===== src/rtl/memory_read_split_pkg.sv =====
// Shared types for the read splitter: FSM encodings and the split descriptor.
package memory_read_split_pkg;

    localparam int SPLIT_LEN_W = 8;

    typedef enum logic [1:0] {
        STATE_IDLE   = 2'd0,
        STATE_FIRST  = 2'd1,
        STATE_SECOND = 2'd2
    } state_t;

    // Length fields are wide enough for any LINE_W up to 7.
    typedef struct packed {
        logic [SPLIT_LEN_W-1:0] len1;
        logic [SPLIT_LEN_W-1:0] len2;
        logic [31:0]            addr2;
    } split_info;

endpackage


===== src/rtl/memory_read_merge.sv =====
// Byte-lane merge of two pieces: low lo_len bytes from lo_data, the rest from hi_data shifted up.
module memory_read_merge #(
    parameter int DATA_BYTES = 8,
    parameter int LEN_W      = 4,
    localparam int DW        = 8 * DATA_BYTES
) (
    input  logic [DW-1:0]    lo_data,
    input  logic [DW-1:0]    hi_data,
    input  logic [LEN_W-1:0] lo_len,
    output logic [DW-1:0]    merged
);

    logic [LEN_W+2:0] shift_bits;
    logic [DW-1:0]    lo_mask;

    always_comb begin
        shift_bits = {lo_len, 3'b000};
        lo_mask    = ~({DW{1'b1}} << shift_bits);
        merged     = (hi_data << shift_bits) | (lo_data & lo_mask);
    end

endmodule


===== src/rtl/memory_read_split.sv =====
// Splits line-crossing reads into two TLB pieces, merges the returns and attributes faults.
module memory_read_split
    import memory_read_split_pkg::*;
#(
    parameter int LINE_W     = 4,
    parameter int DATA_BYTES = 8,
    parameter int LEN_W      = 4,
    localparam int DW        = 8 * DATA_BYTES
) (
    input  logic             clk,
    input  logic             rst_n,
    input  logic             rd_reset,
    input  logic             read_do,
    output logic             read_done,
    output logic             read_page_fault,
    output logic             read_ac_fault,
    output logic             read_fault_second,
    output logic [31:0]      read_fault_address,
    input  logic [1:0]       read_cpl,
    input  logic [31:0]      read_address,
    input  logic [LEN_W-1:0] read_length,
    input  logic             read_lock,
    input  logic             read_rmw,
    output logic [DW-1:0]    read_data,
    output logic             tlbread_do,
    input  logic             tlbread_done,
    input  logic             tlbread_page_fault,
    input  logic             tlbread_ac_fault,
    input  logic             tlbread_retry,
    output logic [1:0]       tlbread_cpl,
    output logic [31:0]      tlbread_address,
    output logic [LEN_W-1:0] tlbread_length,
    output logic [LEN_W-1:0] tlbread_length_full,
    output logic             tlbread_lock,
    output logic             tlbread_rmw,
    input  logic [DW-1:0]    tlbread_data
);

    localparam int SW = LINE_W + 1;

    state_t            state, state_nxt;
    logic              reset_waiting;
    logic [LEN_W-1:0]  len2_reg;
    logic [31:0]       addr2_reg;
    logic [DW-9:0]     buffer;
    logic [SW-1:0]     left, len_ext, len1, len2;
    split_info         split;
    logic [LEN_W-1:0]  len1_piece;
    logic [DW-1:0]     merged;
    logic              busy, tlb_fault, abort, take_first, finish;

    assign tlbread_cpl         = read_cpl;
    assign tlbread_length_full = read_length;
    assign tlbread_lock        = read_lock;
    assign tlbread_rmw         = read_rmw;

    always_comb begin
        left        = SW'(1 << LINE_W) - SW'(read_address[LINE_W-1:0]);
        len_ext     = SW'(read_length);
        len1        = (left < len_ext) ? left : len_ext;
        len2        = len_ext - len1;
        split.len1  = SPLIT_LEN_W'(len1);
        split.len2  = SPLIT_LEN_W'(len2);
        split.addr2 = {read_address[31:LINE_W], {LINE_W{1'b0}}} + 32'(1 << LINE_W);
        len1_piece  = LEN_W'(split.len1);
    end

    memory_read_merge #(.DATA_BYTES(DATA_BYTES), .LEN_W(LEN_W)) u_merge (
        .lo_data (DW'(buffer)),
        .hi_data (tlbread_data),
        .lo_len  (len1_piece),
        .merged  (merged)
    );

    // A retry only aborts a piece once a flush is pending; otherwise the TLB reissues it.
    always_comb begin
        busy       = (state != STATE_IDLE);
        tlb_fault  = tlbread_page_fault | tlbread_ac_fault;
        abort      = tlb_fault | (tlbread_retry & reset_waiting);
        take_first = busy & ~abort & tlbread_done & (state == STATE_FIRST) & (len2_reg != '0);
        finish     = busy & ~abort & tlbread_done & ~take_first;
    end

    always_comb begin
        state_nxt       = state;
        tlbread_do      = 1'b0;
        tlbread_address = read_address;
        tlbread_length  = len1_piece;
        case (state)
            STATE_IDLE: begin
                if (read_do & ~read_done & ~rd_reset & ~read_page_fault & ~read_ac_fault) begin
                    tlbread_do = 1'b1;
                    state_nxt  = STATE_FIRST;
                end
            end
            STATE_FIRST, STATE_SECOND: begin
                tlbread_do = 1'b1;
                if (state == STATE_SECOND) begin
                    tlbread_address = addr2_reg;
                    tlbread_length  = len2_reg;
                end
                if (abort | finish) state_nxt = STATE_IDLE;
                else if (take_first) state_nxt = STATE_SECOND;
            end
            default: state_nxt = STATE_IDLE;
        endcase
    end

    always_ff @(posedge clk or negedge rst_n) begin
        if (!rst_n) begin
            state              <= STATE_IDLE;
            reset_waiting      <= 1'b0;
            len2_reg           <= '0;
            addr2_reg          <= '0;
            buffer             <= '0;
            read_done          <= 1'b0;
            read_data          <= '0;
            read_page_fault    <= 1'b0;
            read_ac_fault      <= 1'b0;
            read_fault_second  <= 1'b0;
            read_fault_address <= '0;
        end else begin
            state     <= state_nxt;
            read_done <= 1'b0;
            if (state == STATE_IDLE) begin
                reset_waiting <= 1'b0;
                len2_reg      <= LEN_W'(split.len2);
                addr2_reg     <= split.addr2;
            end else if (rd_reset) begin
                reset_waiting <= 1'b1;
            end
            if (take_first) buffer <= tlbread_data[DW-9:0];
            if (finish & ~rd_reset & ~reset_waiting) begin
                read_done <= 1'b1;
                read_data <= (state == STATE_SECOND) ? merged : tlbread_data;
            end
            if (rd_reset) begin
                read_page_fault    <= 1'b0;
                read_ac_fault      <= 1'b0;
                read_fault_second  <= 1'b0;
                read_fault_address <= '0;
            end else if (busy & tlb_fault & ~reset_waiting) begin
                read_page_fault    <= read_page_fault | tlbread_page_fault;
                read_ac_fault      <= read_ac_fault | tlbread_ac_fault;
                read_fault_second  <= (state == STATE_SECOND);
                read_fault_address <= tlbread_address;
            end
        end
    end

    localparam logic [LEN_W-1:0] MAX_LEN = LEN_W'(DATA_BYTES);

    a_legal_length: assert property (@(posedge clk) disable iff (!rst_n)
        (read_do && state == STATE_IDLE) |-> (read_length != '0 && read_length <= MAX_LEN));

endmodule


===== config.mk =====
export PLATFORM = sky130hd
export DESIGN_NAME = memory_read_split
export DESIGN_NICKNAME = d
export VERILOG_FILES = /design/src/rtl/memory_read_split_pkg.sv /design/src/rtl/memory_read_merge.sv /design/src/rtl/memory_read_split.sv
export SDC_FILE = /design/constraint.sdc
export NUM_CORES = 1
export LEC_CHECK = 0
export BUFFER_PORTS_ARGS = -buffer_cell sky130_fd_sc_hd__buf_2
export CAP_MARGIN = 20
export CORE_MARGIN = 2
export CORE_UTILIZATION = 55
export CTS_CLUSTER_SIZE = 16
export DETAILED_ROUTE_END_ITERATION = 7
export PLACE_DENSITY = 0.8
export SLEW_MARGIN = 20
export SYNTH_ARGS = -nofsm -noshare
export SYNTH_HDL_FRONTEND = slang
export SYNTH_SLANG_ARGS = --single-unit

===== constraint.sdc =====
create_clock -name clk -period 3.5 [get_ports clk]
set_input_delay 0.35 -clock clk [delete_from_list [all_inputs] [get_ports clk]]
set_output_delay 0.35 -clock clk [all_outputs]
set_load 0.005 [all_outputs]

# Word-level counts from Yosys, hierarchy flattened
# Cells that the tools add are included.
# word_totals
input_bits	112
wordCells	80
rom_bits	0
regBits	195
mem_bits_rw	0
n_memories	0
latch_bits	0
# classes
shifts	2
reduce_logical	7
add_sub_neg	3
magnitude_cmp	1
n_bitwise	29
n_eq_ne	4
div_mod_pow	0
mul	0
muxes	23
# op_table
cell	count
32-bit 2-to-1 mux	4
56-bit by 64-bit bitwise AND with 64-bit output	1
64-bit 2-to-1 mux	1
64-bit NOT	1
64-bit bitwise OR	1
64-bit by 7-bit left shift with 64-bit output	1
64-bit by 7-bit left shift with 64-bit output, first input constant	1
32-bit by 5-bit adder with 32-bit output, second input constant	1
1-bit bitwise AND	14
4-bit 2-to-1 mux	3
1-bit 2-to-1 mux	10
1-bit NOT	7
2-bit 2-to-1 mux	3
2-bit nonzero test	3
5-bit by 4-bit < comparator with 1-bit output	1
1-bit bitwise OR	5
5-bit by 4-bit subtractor with 5-bit output, first input constant	1
2-bit case mux with 2 select lines	1
4-bit nonzero test	1
4-bit subtractor	1
3-bit != test, second input constant	1
2-bit by 1-bit == test with 1-bit output, second input constant	1
2-bit == test, second input constant	1
2-bit logical NOT	1
other kinds (4)	4

# Longest topological paths before layout
# logic_depth
ltp_word	12
ltp_mapped	17
mapped_depth_nobuf	15

# Hierarchy
# Synthesis repeated with hierarchy kept, for this count alone.
# unflattened
hier_cells	1052
hier_area_um2	11125.7
# by_module_without_submodules
module	instances	cells_per_inst	area_per_inst_um2
memory_read_split	1	773	8894.8
memory_read_merge	1	279	2230.9

# Worst setup path before layout
# No wires, ideal clock.
# synth_path
path_type	in2reg
start	input read_address[0]
end	register len2_reg[3]
slack_ns	0.033
stages	16
t_required_ns	3.375
t_arrival_ns	3.343
path_cell_list	inv_1 ha_1 xnor2_1 ha_1 o21ai_0 and2b_1 o21ai_4 mux2i_4 inv_6 buf_6 buf_2 ha_1 a22oi_1 o311ai_0 xnor2_1 mux2_2
# synth_between
elab_chain_len	4
# synth_lines
item	line_no	rtl
start: declaration	memory_read_split.sv:20	input logic [31:0] read_address,
5-bit by 4-bit subtractor with 5-bit output (*)	memory_read_split.sv:58	left = SW'(1 << LINE_W) - SW'(read_address[LINE_W-1:0]);
5-bit by 4-bit < comparator with 1-bit output	memory_read_split.sv:60	len1 = (left < len_ext) ? left : len_ext;
4-bit 2-to-1 mux (*)	memory_read_split.sv:60	
4-bit subtractor (*)	memory_read_split.sv:61	len2 = len_ext - len1;
end signal: assignment	memory_read_split.sv:127	len2_reg <= LEN_W'(split.len2);
end: declaration	memory_read_split.sv:43	logic [LEN_W-1:0] len2_reg;
# Every way passes the cells marked *; elsewhere a longest branch is shown, timed or not.
# A chain may end at the register's enable or synchronous reset.

# Worst setup path after layout
# layout_path
start	input read_address[1]
end	output tlbread_length[3]
# layout_between
elab_chain_len	5
# layout_lines
item	line_no	rtl
5-bit by 4-bit subtractor with 5-bit output (*)	memory_read_split.sv:58	
5-bit by 4-bit < comparator with 1-bit output	memory_read_split.sv:60	
4-bit 2-to-1 mux (*)	memory_read_split.sv:60	
4-bit 2-to-1 mux	memory_read_split.sv:98	if (state == STATE_SECOND) begin
4-bit 2-to-1 mux (*)	memory_read_split.sv:89	case (state)
end: declaration	memory_read_split.sv:32	output logic [LEN_W-1:0] tlbread_length,
# Marked as above.

==> reports/qor.yml <==
final_layout:
  ff_latch_area_um2: 4780
  multiInputGateArea_um2: 6714
  utilization: 0.6586
  nFillCells: 1735
  finalNonFillerCells: 1782
  design_area_um2: 14240
  regMostFlops: "read_data"
  drive_above_1_share: 0.3276
  diodes: 0
  reg_top3: "read_data: 64 flops, buffer: 56 flops, read_fault_address: 32 flops"
  largest_register_ffs: 64
  nets: 1612
  area_growth_pct: 18.68
drt:
  drt-vias-per-instance: 6.356
  dr_total_vias: 11330
  ant_nets: 0
  wl_um: 39070
  wl_per_cell_um: 21.93
  drt_iter0_drc: 1096
  firstDrtPassIters: 6
  drc: 0
critical_path:
  worstPathRequired_ps: 3150
  r2r_end: "read_data[39]$_DFFE_PN0P_"
  worstPathCellList: "buf_2, inv_1, ha_2, xnor2_1, ha_1, o21ai_0, nand2b_1, a21oi_2, buf_4, o21ai_2, mux2_2, buf_2"
  cp_common_cell: "buf_2"
  slowest_delay_ps: 350
  crit_arrival_ps: 2940
  cp.depth: 12
  endpoint: "tlbread_length[3]"
  end_kind: "output pin"
  reg2reg_from: "len2_reg[2]$_DFFE_PN0P_"
  r2r_slack_ps: 700
  cp_slowest_cell: "a21oi_2"
  r2r_cells: 7
  crit_type: "in2out"
  crit_buf_inv: 4
  cp_max_fo: 15
  start_kind: "input pin"
  cp-startpoint: "read_address[1]"
  critical-path-top-delay-family: "compound AO/OA/AOI/OAI gates"
grt:
  grt_pass1_wl_um: 59510
  grt_use_met2: 0.5243
  grt_use_met3: 0.08713
  grt_use_met1: 0.4525
  overflow: 0
  gr-max-usage-layer: "met2"
  grt.total_usage: 0.3369
  antenna_found_initial: 1
  grt_pass1_vias: 10780
  grt_start_max_net_pins: 94
place:
  place_ws_ps: 28.17
  post_dp_cell_area_um2: 13620
  dp_hpwl_um: 27670
  port_buffers: 248
  gp_congestion: 0.9338
  dp_cells: 1750
yosys:
  synth_area_um2: 12000
  async_flop_share: 1.000
  ys_seq_area_frac: 0.3983
  synth-edff-count: 0
  synth_seq_cells: 191
  synthFlopType: "dfrtp_1"
  yosysUniqueCellTypes: 63
  avgSynthCellArea_um2: 9.441
  syn-num-nets: 1394
  yosysWarnings: 0
  postSynthCellCount: 1271
pwr:
  peakVddDrop_mv: 0.3374
  leakage_nw: 6.541
  swShare: 0.3806
  power_mw: 9.092
  power_frac_seq: 0.399
  power_density_nw_per_um2: 638.5
  p_sw_mw: 3.461
  pwr-share-clk: 0.226
  intPower_mw: 5.631
  pwr-share-comb: 0.375
clocking:
  ctsHoldBuffers: 0
  root_buffer: "clkbuf_16"
  tritoncts: "built"
  post-cts-setup-buffers: 0
  cts_sinks: 191
  ctsResizeCount: 0
  cts_max_level: 4
  clk_latency_ps: 440
  clkTransAtPathRegs_ps: 80
  cts_buffers: 17
  cts.path.max_buffers: 2
floorplanning:
  fp-row-count: 54
  fp.dieH_um: 151.7
  start_util: 0.5550
  io_pins: 257
  die_area_um2: 23010
  core_area_um2: 21620
  die_w_um: 151.7
job:
  max_cap_violations: 0
timing:
  slew_headroom: 0.3489
  finalCriticalPeriod_ps: 3285
  setup_tns_ps: 0
  slew_violations: 0
  worst_pin_slew_ps: 976.5
  worst_clock_skew_ps: 11.42
  setup_ws_ps: 214.8
  final_hold_viol_count: 14
  holdWs_ps: -72.21
  max_freq_mhz: 304.4
  setup_violations: 0
  rsz0062_at_grt: "false"
  post-route-period-util: 0.9386
worst_hold_path:
  hold_class: "in2async"
outcome:
  status: "complete, but fails checks"
  violations: "hold timing"
## layout make-up
class / instances / area share
multi-input combinational: 957 / 0.4715
timing repair buffer: 297 / 0.1180
inverter: 25 / 0.006941
clock inverter: 15 / 0.01344
clock buffer: 17 / 0.02987
sequential: 191 / 0.3356
tap: 280 / 0.02460
## cell families after synthesis
family | synth area share
AND/OR/NAND/NOR | 0.1357
flip-flops | 0.3983
multiplexers | 0.2122
buffers and inverters | 0.04484
AO/OA/AOI/OAI | 0.1749
adder cells (fa/ha/maj) | 0.01147
XOR/XNOR | 0.02263
## routing by layer
metal  vias to the layer above  wire, µm
li1                       5054         -
met1                      5490     15500
met2                       669     17780
met3                       112      4303
met4                         2      1476
met5                         -        13
## how the worst min path moves through the flow
stage | slack, ps | endpoint | from
after floorplan | 50 | addr2_reg[10]$_DFFE_PN0P_ | rst_n
final | -70 | buffer[26]$_DFFE_PN0P_ | rst_n
after detailed placement | 470 | buffer[26]$_DFFE_PN0P_ | rst_n
after global placement | 460 | addr2_reg[4]$_DFFE_PN0P_ | addr2_reg[4]$_DFFE_PN0P_
after global routing | 30 | buffer[25]$_DFFE_PN0P_ | rst_n
after CTS | 10 | buffer[26]$_DFFE_PN0P_ | rst_n
## power by group through the flow
stage          clock network (mW)  registers [mW]  logic [mW]
2_1_floorplan                   0            3.51        2.04
3_3_place_gp                    0            3.60        3.26
3_5_place_dp                    0            3.64        3.36
4_1_cts                      2.07            3.62        3.38
5_1_grt                      2.16            3.72        3.72
6_report                     2.06            3.63        3.41
## cells in the mapped netlist (3+ instances only)
| cell type | instances | area, µm² |
|---|---|---|
| a21oi_1 | 134 | 670.6 |
| a221oi_1 | 22 | 192.7 |
| a22o_1 | 9 | 78.83 |
| a22oi_1 | 3 | 22.52 |
| a2bb2oi_1 | 8 | 70.07 |
| a31oi_1 | 19 | 118.9 |
| and2_1 | 9 | 56.30 |
| and4_1 | 3 | 26.28 |
| buf_1 | 10 | 37.54 |
| buf_2 | 9 | 45.04 |
| buf_4 | 8 | 60.06 |
| buf_6 | 4 | 45.04 |
| clkbuf_1 | 67 | 251.5 |
| dfrtp_1 | 191 | 4780 |
| ha_1 | 11 | 137.6 |
| inv_1 | 24 | 90.09 |
| mux2_2 | 143 | 1610 |
| mux2i_1 | 89 | 890.9 |
| nand2_1 | 137 | 514.2 |
| nand2b_1 | 11 | 68.82 |
| nand3_1 | 13 | 65.06 |
| nand4_1 | 7 | 43.79 |
| nor2_1 | 66 | 247.7 |
| nor2b_1 | 10 | 62.56 |
| nor3_1 | 24 | 120.1 |
| nor3_2 | 3 | 30.03 |
| nor3b_1 | 11 | 82.58 |
| o211ai_1 | 32 | 240.2 |
| o21ai_0 | 58 | 290.3 |
| o21ai_1 | 12 | 60.06 |
| o21bai_1 | 8 | 60.06 |
| o311ai_0 | 8 | 70.07 |
| or3_1 | 42 | 262.8 |
| xnor2_1 | 15 | 131.4 |
| xor2_1 | 16 | 140.1 |
## placed cells by master (no fill, tap or decap), types with 32 or more instances in the layout
cell      synthesis  routed
o211ai_1         32      32
buf_4             8      44
or3_1            42      42
a21oi_1         134     134
buf_2             9     247
o21ai_0          58      58
dfrtp_1         191     191
mux2_2          143     143
mux2i_1          89      89
nor2_1           66      65
nand2_1         137     137
## worst reg2reg max path, cell delays in order (launching register included)
cell and delay, ps:
dfrtp_1 410, o41ai_1 770, nand4_1 230, buf_4 350, buf_4 350, or3_1 360, o21ai_0 100, a41oi_1 70
(Power assumes the default switching activity.)
